### config.mk
export PLATFORM = sky130hd
export DESIGN_NAME = vector_alu_pipe
export DESIGN_NICKNAME = d
export VERILOG_FILES = /design/src/rtl/vector_pkg.sv /design/src/rtl/vector_lane.sv /design/src/rtl/vector_alu_pipe.sv
export SDC_FILE = /design/constraint.sdc
export NUM_CORES = 1
export LEC_CHECK = 0
export BUFFER_PORTS_ARGS = -buffer_cell sky130_fd_sc_hd__buf_2
export CAP_MARGIN = 30
export CELL_PAD_IN_SITES_DETAIL_PLACEMENT = 1
export CELL_PAD_IN_SITES_GLOBAL_PLACEMENT = 2
export CORE_AREA = 2 2 163 165
export CTS_BUF_LIST = sky130_fd_sc_hd__clkbuf_2
export DETAILED_ROUTE_END_ITERATION = 8
export DIE_AREA = 0 0 165 167
export HOLD_SLACK_MARGIN = 0.06
export PLACE_DENSITY = 0.79
export RECOVER_POWER = 50
export SLEW_MARGIN = 20
export SYNTH_ARGS = -nofsm -noshare
export SYNTH_HDL_FRONTEND = slang
export SYNTH_SLANG_ARGS = --single-unit
### constraint.sdc
create_clock -name clk -period 2.6 [get_ports clk]
set_clock_uncertainty 0.2 [all_clocks]
set_input_delay 0.13 -clock clk [delete_from_list [all_inputs] [get_ports clk]]
set_output_delay 0.13 -clock clk [all_outputs]
set_load 0.05 [all_outputs]
### src/rtl/vector_pkg.sv
// Shared definitions for the vector ALU pipeline: operation encodings and the
// operation type used by the lane datapath and the pipeline registers.
package vector_pkg;

    localparam logic [2:0] MOD_ADD  = 3'd0;
    localparam logic [2:0] MOD_SUB  = 3'd1;
    localparam logic [2:0] MOD_AND  = 3'd2;
    localparam logic [2:0] MOD_OR   = 3'd3;
    localparam logic [2:0] MOD_XOR  = 3'd4;
    localparam logic [2:0] MOD_MIN  = 3'd5;
    localparam logic [2:0] MOD_SADD = 3'd6;
    localparam logic [2:0] MOD_SSUB = 3'd7;

    typedef enum logic [2:0] {
        OP_ADD  = MOD_ADD,
        OP_SUB  = MOD_SUB,
        OP_AND  = MOD_AND,
        OP_OR   = MOD_OR,
        OP_XOR  = MOD_XOR,
        OP_MIN  = MOD_MIN,
        OP_SADD = MOD_SADD,
        OP_SSUB = MOD_SSUB
    } op_e;

endpackage

### src/rtl/vector_lane.sv
// One SIMD lane of the vector ALU: purely combinational, no state.
// Saturating add/subtract are built only when VECTOR_ALU_SAT_EN is defined;
// otherwise those encodings fall back to wrapping add/subtract.
module vector_lane
    import vector_pkg::*;
#(
    parameter int LANE_W = 8
) (
    input  logic [LANE_W-1:0] a_i,
    input  logic [LANE_W-1:0] b_i,
    input  op_e               op_i,
    output logic [LANE_W-1:0] res_o,
    output logic              ovf_o
);

    logic [LANE_W:0] sumExt;
    logic [LANE_W:0] diffExt;

    // The extra top bit carries the lane's carry-out or borrow.
    assign sumExt  = {1'b0, a_i} + {1'b0, b_i};
    assign diffExt = {1'b0, a_i} - {1'b0, b_i};

    // Select the lane result and its carry/borrow flag for the operation.
    always_comb begin
        res_o = '0;
        ovf_o = 1'b0;
        case (op_i)
            OP_ADD: begin
                res_o = sumExt[LANE_W-1:0];
                ovf_o = sumExt[LANE_W];
            end
            OP_SUB: begin
                res_o = diffExt[LANE_W-1:0];
                ovf_o = diffExt[LANE_W];
            end
            OP_AND: res_o = a_i & b_i;
            OP_OR:  res_o = a_i | b_i;
            OP_XOR: res_o = a_i ^ b_i;
            OP_MIN: res_o = (a_i < b_i) ? a_i : b_i;
`ifdef VECTOR_ALU_SAT_EN
            OP_SADD: begin
                res_o = sumExt[LANE_W] ? '1 : sumExt[LANE_W-1:0];
                ovf_o = sumExt[LANE_W];
            end
            OP_SSUB: begin
                res_o = diffExt[LANE_W] ? '0 : diffExt[LANE_W-1:0];
                ovf_o = diffExt[LANE_W];
            end
`else
            OP_SADD: begin
                res_o = sumExt[LANE_W-1:0];
                ovf_o = sumExt[LANE_W];
            end
            OP_SSUB: begin
                res_o = diffExt[LANE_W-1:0];
                ovf_o = diffExt[LANE_W];
            end
`endif
            default: begin
                res_o = '0;
                ovf_o = 1'b0;
            end
        endcase
    end

endmodule

### src/rtl/vector_alu_pipe.sv
// Two-stage SIMD ALU with valid/ready handshakes on both sides.
// Stage 1 holds the operands and operation, stage 2 holds the lane results.
// Optional feature macro: VECTOR_ALU_SAT_EN enables saturating modes 6 and 7.
module vector_alu_pipe
    import vector_pkg::*;
#(
    parameter int LANES  = 4,
    parameter int LANE_W = 8
) (
    input  logic                    clk,
    input  logic                    rst_n,
    input  logic                    in_valid,
    output logic                    in_ready,
    input  logic [LANES*LANE_W-1:0] A,
    input  logic [LANES*LANE_W-1:0] B,
    input  logic [2:0]              mod,
    output logic                    out_valid,
    input  logic                    out_ready,
    output logic [LANES*LANE_W-1:0] out,
    output logic [LANES-1:0]        ovf
);

    logic                    s1Valid_q, s1Valid_d;
    logic [LANES*LANE_W-1:0] s1A_q, s1A_d;
    logic [LANES*LANE_W-1:0] s1B_q, s1B_d;
    op_e                     s1Op_q, s1Op_d;
    logic                    s2Valid_q, s2Valid_d;
    logic [LANES*LANE_W-1:0] out_q, out_d;
    logic [LANES-1:0]        ovf_q, ovf_d;

    logic                    load1;
    logic                    load2;
    logic [LANES*LANE_W-1:0] laneRes;
    logic [LANES-1:0]        laneOvf;

    // Stage 2 moves whenever it is empty or its beat is being taken; stage 1
    // moves whenever it is empty or stage 2 is about to take its beat.
    assign load2 = !s2Valid_q || out_ready;
    assign load1 = !s1Valid_q || load2;

    assign in_ready  = load1;
    assign out_valid = s2Valid_q;
    assign out       = out_q;
    assign ovf       = ovf_q;

    for (genvar i = 0; i < LANES; i++) begin : gLane
        vector_lane #(
            .LANE_W(LANE_W)
        ) uLane (
            .a_i  (s1A_q[i*LANE_W +: LANE_W]),
            .b_i  (s1B_q[i*LANE_W +: LANE_W]),
            .op_i (s1Op_q),
            .res_o(laneRes[i*LANE_W +: LANE_W]),
            .ovf_o(laneOvf[i])
        );
    end

    // Next-state for both stages; data only changes when a real beat moves in.
    always_comb begin
        s1Valid_d = s1Valid_q;
        s1A_d     = s1A_q;
        s1B_d     = s1B_q;
        s1Op_d    = s1Op_q;
        s2Valid_d = s2Valid_q;
        out_d     = out_q;
        ovf_d     = ovf_q;
        if (load1) begin
            s1Valid_d = in_valid;
            if (in_valid) begin
                s1A_d  = A;
                s1B_d  = B;
                s1Op_d = op_e'(mod);
            end
        end
        if (load2) begin
            s2Valid_d = s1Valid_q;
            if (s1Valid_q) begin
                out_d = laneRes;
                ovf_d = laneOvf;
            end
        end
    end

    // Pipeline registers; reset empties both stages and clears the outputs.
    always_ff @(posedge clk or negedge rst_n) begin
        if (!rst_n) begin
            s1Valid_q <= 1'b0;
            s1A_q     <= '0;
            s1B_q     <= '0;
            s1Op_q    <= OP_ADD;
            s2Valid_q <= 1'b0;
            out_q     <= '0;
            ovf_q     <= '0;
        end else begin
            s1Valid_q <= s1Valid_d;
            s1A_q     <= s1A_d;
            s1B_q     <= s1B_d;
            s1Op_q    <= s1Op_d;
            s2Valid_q <= s2Valid_d;
            out_q     <= out_d;
            ovf_q     <= ovf_d;
        end
    end

endmodule

* Word level (Yosys, flattened, before mapping)
Cells that the tools add are included.
** Word-level totals
- Logic and storage cells :: 59
- Output and inout port bits :: 38
- Bits in registers :: 105
- Bits of input ports :: 71
** Operators by class
- $lt $le $gt $ge :: 4
- Reduce and logical (&&, ||, !) cells :: 9
- Muxes and demuxes :: 12
- Add/sub/neg operators :: 8
- Equality and inequality tests :: 7
- Bitwise gates (word level) :: 12
** Operators with widths (number)
- 8-bit one-hot mux with 6 select lines :: 4
- 8-bit by 8-bit adder with 9-bit output :: 4
- 8-bit by 8-bit subtractor with 9-bit output :: 4
- 8-bit AND :: 4
- 8-bit < comparator :: 4
- 8-bit 2-to-1 mux :: 4
- 8-bit bitwise OR :: 4
- 8-bit XOR :: 4
- 3-bit equality test, second input constant :: 4
- 1-bit one-hot mux with 2 select lines :: 4
- 3-bit by 2-bit equality test with 1-bit output, second input constant :: 2
- 2-bit AND reduction :: 2
- 2-bit OR reduction :: 2
- 3-bit by 1-bit equality test with 1-bit output, second input constant :: 1
- 3-bit logical NOT :: 1
- 1-bit logical NOT :: 2
- 1-bit logical OR :: 2

* Logic depth before layout (Yosys ltp)
Gate-level depths: netlist of the first run.
- Depth in word-level cells :: 4
- Gate-level depth with buffers :: 11
- Gate-level depth less buffers :: 11

* Cells and area by module
From an unflattened synthesis of the first run, not the netlist that was laid out.
** Second synthesis, totals
- Cell total of the unflattened synthesis :: 1022
- Area total of the unflattened synthesis :: 9603.0 um^2
** Modules (own cells, without submodules)
- vector_alu_pipe :: times used 1, cells each 224, area each 4092.7 um^2, seq. area each 2627.5 um^2
- vector_lane at gLane[0].uLane ... :: times used 2, cells each 204, area each 1420.1 um^2, seq. area each 0.0 um^2
- vector_lane at gLane[2].uLane ... :: times used 2, cells each 195, area each 1335.0 um^2, seq. area each 0.0 um^2

* Worst setup path before layout of the first run
OpenSTA, ideal clock, no wires.
- Path type :: register -> register
- From :: register s2Valid_q (netlist: out_valid)
- To :: register s1A_q[10]
- Stages on the path, launching flop included :: 6
- Library setup time :: 0.125 ns
- Period minus slack after synthesis :: 2.850 ns
- Data required time :: 2.275 ns
- Arrival time :: 2.525 ns
- Setup slack :: -0.250 ns
- Path buffers :: 2
- Path through :: dfrtp_1 -> nand3b_1 -> nand2_1 -> clkbuf_1 -> clkbuf_1 -> mux2_2
** Between the ends
- Word-level cells in the longest chain between the ends :: 4
** Ends and longest elaborated chain
- start: declaration :: line vector_alu_pipe.sv:27 : logic s2Valid_q, s2Valid_d;
- start signal: assignment :: line vector_alu_pipe.sv:99 : s2Valid_q <= s2Valid_d;
- 1-bit logical NOT :: line vector_alu_pipe.sv:38 : assign load2 = !s2Valid_q || out_ready;
- 1-bit logical OR :: line vector_alu_pipe.sv:38
- 1-bit logical OR :: line vector_alu_pipe.sv:39 : assign load1 = !s1Valid_q || load2;
- net in_ready :: line vector_alu_pipe.sv:13 : output logic in_ready,
- 2-bit AND reduction (no line)
- end signal: assignment :: line vector_alu_pipe.sv:88 : s1A_q <= '0;
- end signal: assignment :: line vector_alu_pipe.sv:96 : s1A_q <= s1A_d;
- end: declaration :: line vector_alu_pipe.sv:24 : logic [LANES*LANE_W-1:0] s1A_q, s1A_d;
The timed path passes the listed nets, and every way through them passes these cells.
A chain may end at the register's enable or synchronous reset.

* Final worst setup path of the first run
- From :: register s1A_q[27]
- To :: register out_q[28] (netlist: out[28])
** Between the ends
- Word-level cells in the longest chain between the ends :: 3
- Elaborated cells on any way between the ends :: 5
- Those cells by class :: add/sub: 2; order compare: 1; mux: 2
** Ends and longest elaborated chain
- 8-bit < comparator :: line vector_lane.sv:39 : OP_MIN: res_o = (a_i < b_i) ? a_i : b_i;
- 8-bit 2-to-1 mux :: line vector_lane.sv:39
- 8-bit one-hot mux with 6 select lines * :: line vector_lane.sv:27 : case (op_i)
- end signal: assignment :: line vector_alu_pipe.sv:100 : out_q <= out_d;
- end: declaration :: line vector_alu_pipe.sv:28 : logic [LANES*LANE_W-1:0] out_q, out_d;
Mark *: on every way between the ends. The rest lies on a longest branch, timed or not.

==> results of run 1 <==
[layout make-up]
| type | instances | area share, % |
|---|---|---|
| Antenna cell | 1 | 0.0197 |
| Timing Repair Buffer | 416 | 26.6 |
| Clock inverter | 7 | 0.797 |
| Sequential cell | 105 | 20.7 |
| Clock buffer | 9 | 0.354 |
| Tap cell | 335 | 3.30 |
| Multi-Input combinational cell | 705 | 45.6 |
| Inverter | 91 | 2.69 |
[per-layer routing]
layer  routed length (microns)  GRT usage (%)
met1                     14700           30.1
met2                     16500           41.3
met3                       921           2.76
met4                       663           5.71
met5                         0              0
[sequential cells by signal, indices dropped and copies added, names as in the netlist]
register / flops
s1Valid_q: 1
s1B_q: 32
out_valid: 1
s1A_q: 32
s1Op_q: 3
out: 32
ovf: 4
[layout by cell type (no fill, tap or decap), drive strengths merged, types with 9 or more instances in the layout]
cell         count
buf            237
dlygate4sd3    165
dfrtp          105
a21oi           98
ha              97
inv             93
mux2            70
nand2           48
nor2            48
o21ai           48
o22ai           32
mux2i           32
clkbuf          23
nor3            21
a31oi           21
nand3           19
a21o            15
a211oi          15
nand2b           9
[through the flow]
step | util [%] | std cells | total power (W)
floorplan | - | 969 | 0.00576
global placement | 40.3 | 1466 | 0.00748
detailed placement | 40.3 | 1466 | 0.00759
CTS | 47.9 | 1654 | 0.00894
global route | 49.4 | 1669 | 0.00995
finish | 49.4 | 1669 | 0.00933
[critical path: stages, from the launching register on]
cell and delay [ps]:
dfrtp_1 520, inv_2 70, ha_4 280, nor2b_2 40, o21a_1 180, or4b_4 540
a21oi_4 260, buf_12 150, buf_6 80, mux2i_1 170, nand2_1 90, a21oi_2 160
[kinds of logic (layout without fill, tap and decap cells)]
group / after synthesis / count (layout)
adder cells (fa/ha/maj): 105 / 105
other: 0 / 1
AO/OA/AOI/OAI: 311 / 311
buffers and inverters: 159 / 523
AND/OR/NAND/NOR: 176 / 176
XOR/XNOR: 11 / 11
flip-flops: 105 / 105
multiplexers: 102 / 102
[timing repair]
action                                  in CTS  in global routing
resized for setup                           20                 72
pin swaps                                   10                 31
hold buffers                               166                  0
endpoints found under the hold margin      180                  0
buffers inserted                             6                 14
endpoints found under the setup margin      25                 33
[power by group]
part           switching (W)  internal, W  total, W
Sequential          0.000323      0.00202   0.00234
Clock               0.000669     0.000327  0.000996
Combinational        0.00347      0.00252   0.00599
[worst max path at each step]
stage	endpoint	slack, ps	cells past startpoint	start
final	out[28]	-180	11	s1A_q[27]
after CTS	out[29]	-50	9	s1A_q[27]
after global placement	out[14]	-3	9	s1B_q[8]
after floorplan	s1A_q[10]	-60	5	out_valid
after global routing	out[31]	-250	9	s1A_q[27]
after detailed placement	out[29]	-80	9	s1A_q[25]
==> results.yml, run 1 <==
global_route:
  antenna_found_initial: 1
  grt_max_degree: 68
  grt_pass1_vias: 9438
  grt_usage_pct: 23.4
  globalRouteOverflowTotal: 0
  grt_first_pass_wirelength_microns: 50400
sta:
  setup_violations: 7
  holdWs_ps: 375
  clock.fmax_ghz: 0.360
  rsz0062_at_grt: "true"
  setup_ws_ps: -175
  fin_crit_ps: 2780
  slew_viol_final: 0
  worstMarginPinSlew_ps: 1090
  fin_tns_setup_ps: -1050
  timing.final.crit_share_pct: 107
  slew_headroom_pct: 27.4
  hold_violations: 0
logic_synthesis:
  ys_warn_count: 0
  synth_top_family_by_area: "compound AO/OA/AOI/OAI gates"
  synth.distinct_cells: 65
  syn-num-nets: 1145
  synthMuxAreaShare_pct: 12.8
  yosys.area_share.simple_pct: 9.49
  synth_ff_type: "dfrtp_1"
  synth_compound_area_share_pct: 23.3
  synth_xor_area_share_pct: 1.11
  synth-edff-count: 0
  synth_common_cells: "dfrtp_1 (105), a21oi_1 (97), ha_1 (97)"
  synth.largest_area_cell: "dfrtp_1"
  synth-seq-cells: 105
  synth_area_sq_um: 8680
  async_flop_share_pct: 100
  netlist_instances: 969
  synth_top_area_share_pct: 30.3
  synth_fa_ha_area_share_pct: 15.8
  avgSynthCellArea_sq_um: 8.95
  yosysMostFrequentCell: "dfrtp_1"
  ys_seq_area_share_pct: 30.3
  ys_top_cells_by_area: "dfrtp_1 (30%), ha_1 (14%), mux2_2 (9.1%), a21oi_1 (5.6%), inv_1 (3.8%)"
floorplan:
  chipWidth_microns: 165
  fp.dieH_microns: 167
  num_rows: 59
  dieArea_sq_um: 27600
  coreArea_sq_um: 25800
  ios: 109
  start_util_pct: 33.7
critical_path:
  startpoint_type: "flip-flop"
  cp_data_arrival_time_ps: 3240
  crit_fanout: 3
  critPathRequiredTime_ps: 3060
  worstReg2RegStart: "s1A_q[27]"
  crit_path_end_kind: "flip-flop"
  r2r_end: "out[28]"
  r2r_cells: 11
  path_class: "reg -> reg"
  r2r_slack_ps: -180
place:
  place_area_sq_um: 10400
  dp_hpwl_microns: 22000
  dpl_worst_slack_ps: -75.8
  io_buffer_count: 108
  place_congestion: 0.875
route:
  wire_per_inst_microns: 19.6
  vias: 8894
  post-route-drc-count: 0
  first_iter_violations: 465
  wirelength_microns: 32700
  drt-pass1-iter-count: 4
  routed_via_density: 5.33
  ant_nets: 0
hold_path:
  hold_path_depth: 2
  hp-start: "ovf[1]"
  hold_path.class: "reg -> reg"
  hold_path_end: "ovf[1]"
run_status:
  violations: "negative setup slack"
  status: "finished with violations"
power_and_ir_drop:
  cellPowerDensity_nw_per_um2: 733
  p_leak_nw: 5.83
  ir_drop_mv: 0.522
final_layout:
  area_growth_pct: 46.6
  fin_nets: 1504
  fin_area_sq_um: 12700
  nFillCells: 2976
  drive_gt1_share_pct: 31.4
  regArea_sq_um: 2630
  multi_input_area_sq_um: 5800
cts:
  cts_root_buf: "clkbuf_2"
  cts_max_level: 3
  clock_path_buffers: 2
  cts.sinks: 105
  cts_made_buffers: 9
  cts_tree: "yes"
  clock_latency_ps: 710
  clk_pin_slew_ps: 340
flow_run:
  cap_viol_max_count: 0
No activity file was read; power rests on OpenSTA's default activity.
==> run 2, diff against run 1 <==
Settings changed: CORE_AREA 2 2 163 165 to 2 2 169 171, DIE_AREA 0 0 165 167 to 0 0 171 173, HOLD_SLACK_MARGIN 0.06 to unset, PLACE_DENSITY 0.79 to 0.91, SYNTH_HIERARCHICAL set to 1.
==> results.yml, run 2 <==
cts:
  clk_pin_slew_ps: 430
  cts_root_buf: "clkbuf_2"
  cts_tree: "yes"
  cts.sinks: 105
  cts_made_buffers: 9
  cts_max_level: 3
  clock_latency_ps: 730
  clock_path_buffers: 2
sta:
  fin_crit_ps: 3020
  clock.fmax_ghz: 0.332
  slew_viol_final: 24
  slew_headroom_pct: -3.44
  setup_ws_ps: -417
  hold_violations: 0
  holdWs_ps: 42.2
  rsz0062_at_grt: "true"
  setup_violations: 34
  timing.final.crit_share_pct: 116
  worstMarginPinSlew_ps: 1550
floorplan:
  fp.dieH_microns: 173
  ios: 109
  coreArea_sq_um: 27600
  chipWidth_microns: 171
  dieArea_sq_um: 29600
  num_rows: 61
  start_util_pct: 34.8
logic_synthesis:
  ys_seq_area_share_pct: 27.4
  yosysMostFrequentCell: "dfrtp_1"
  synth_ff_type: "dfrtp_1"
  avgSynthCellArea_sq_um: 9.40
  syn-num-nets: 1197
  netlist_instances: 1022
  synth_common_cells: "dfrtp_1 (105), ha_1 (96), inv_1 (88)"
  synth.distinct_cells: 71
  async_flop_share_pct: 100
  ys_top_cells_by_area: "dfrtp_1 (27%), ha_1 (13%), mux2_2 (8.6%), mux2_4 (4.7%), a21oi_1 (3.9%)"
  ys_warn_count: 6
  synth_area_sq_um: 9600
  synth_top_area_share_pct: 27.4
  synth-edff-count: 0
  synth-seq-cells: 105
  synth.largest_area_cell: "dfrtp_1"
critical_path:
  crit_path_end_kind: "flip-flop"
  critPathRequiredTime_ps: 3010
  startpoint_type: "flip-flop"
  r2r_cells: 10
  r2r_end: "out[30]"
  crit_fanout: 2
  path_class: "reg -> reg"
  cp_data_arrival_time_ps: 3430
  r2r_slack_ps: -420
  worstReg2RegStart: "s1B_q[24]"
route:
  drt-pass1-iter-count: 5
  vias: 10471
  wirelength_microns: 42000
  post-route-drc-count: 0
  wire_per_inst_microns: 22.1
  ant_nets: 0
  routed_via_density: 5.51
  first_iter_violations: 595
global_route:
  grt_first_pass_wirelength_microns: 63500
  globalRouteOverflowTotal: 0
  grt_pass1_vias: 11538
  antenna_found_initial: 3
  grt_max_degree: 42
  grt_usage_pct: 27.3
final_layout:
  fin_cells: 1899
  fin_nets: 1688
  finish.utilization_pct: 55.0
  drive_gt1_share_pct: 45.3
  final_cell_mix: "buf_4 (238), dlygate4sd3_1 (156), buf_2 (106)"
  final_common_cell: "buf_4"
  area_growth_pct: 58.3
power_and_ir_drop:
  cellPowerDensity_nw_per_um2: 784
  p_leak_nw: 7.02
  ir_drop_mv: 0.686
  finalPower_w: 0.0119
hold_path:
  hold_path.class: "in -> reg"
  hold_path_depth: 4
  hold_path_end: "out_valid"
  hp-start: "out_ready"
run_status:
  status: "finished with violations"
  violations: "max-capacitance violations, max-slew violations, negative setup slack"
place:
  place_congestion: 0.918
  placed_cells: 1661
  dp_hpwl_microns: 24800
  io_buffer_count: 108
flow_run:
  cap_viol_max_count: 1
-- run 2: changes by cell type after synthesis, moves of 14 or more --
cell / delta
a211oi_1: +14
a21oi_1: -23
clkbuf_1: -41
mux2_4: +30
nor2_1: +37
o21ai_0: -28
o21ai_1: +16
o221ai_1: +17
o22ai_1: -20
-- run 2: final cells by class --
type / instances / area, sq um
antenna: 3 / 7.51
fill: 3090 / 12400
tap: 378 / 473
clock inverter: 7 / 83.8
multi-input combinational: 769 / 7340
timing repair buffer: 532 / 4250
sequential: 105 / 2640
inverter: 96 / 363
clock buffer: 9 / 45.0
-- run 2: report_power, final --
group          switching, W  internal, W
sequential         0.000382      0.00207
combinational       0.00472      0.00375
clock              0.000744     0.000249
total               0.00585      0.00607
-- run 2: worst max-delay path: stages, from the launching register on --
cell and delay (ps):
dfrtp_1 530, ha_4 200, fa_2 340, a21o_1 210
a21o_1 220, a31oi_2 210, o22ai_2 100, maj3_2 330
o221ai_2 200, a21oi_2 80, mux2_4 280
-- run 2: worst max-delay path by stage --
stage / start / end / slack (ps) / cells after the start
floorplan: s1A_q[20] / out[20] / -160 / 11
global placement: s1A_q[24] / out[30] / -230 / 12
detailed placement: s1A_q[8] / out[14] / -320 / 9
CTS: s1A_q[24] / out[30] / -260 / 10
global route: s1B_q[17] / out[23] / -510 / 11
finish: s1B_q[24] / out[30] / -420 / 10
-- run 2: per-stage QoR --
stage | setup slack, ps | cell area, sq um | setup TNS [ps]
floorplan | -156 | 9700 | -768
global placement | -232 | 12000 | -3170
detailed placement | -322 | 12000 | -5520
CTS | -257 | 14600 | -3170
global route | -511 | 15200 | -11980
finish | -417 | 15200 | -7130
-- run 2: cells by family after synthesis --
family,after synthesis,share of synthesized area (%)
muxes,123,15.3
adders and majority gates,106,14.4
buffers and inverters,148,7.44
and+or+nand+nor,222,11.6
AOI/OAI and AO/OA,296,21.9
xor gates and xnor gates,22,2.01
DFF,105,27.4
-- run 2: repair_timing --
| item | 4_1_cts | 5_1_grt |
|---|---|---|
| hold buffers | 157 | 0 |
| hold endpoints to repair | 176 | 0 |
| resized for setup | 143 | 99 |
| buffers inserted | 39 | 28 |
| setup endpoints to repair | 36 | 36 |
| pin swaps | 97 | 98 |
-- run 2: routing by layer --
metal  share of wire [%]  up-vias  GRT usage, %
met1                  40     5325          31.2
met2                  53      356          49.9
met4                 3.4        0          11.6
li1                    -     4674             -
met3                 3.8      116          4.05
met5                   0        -             0
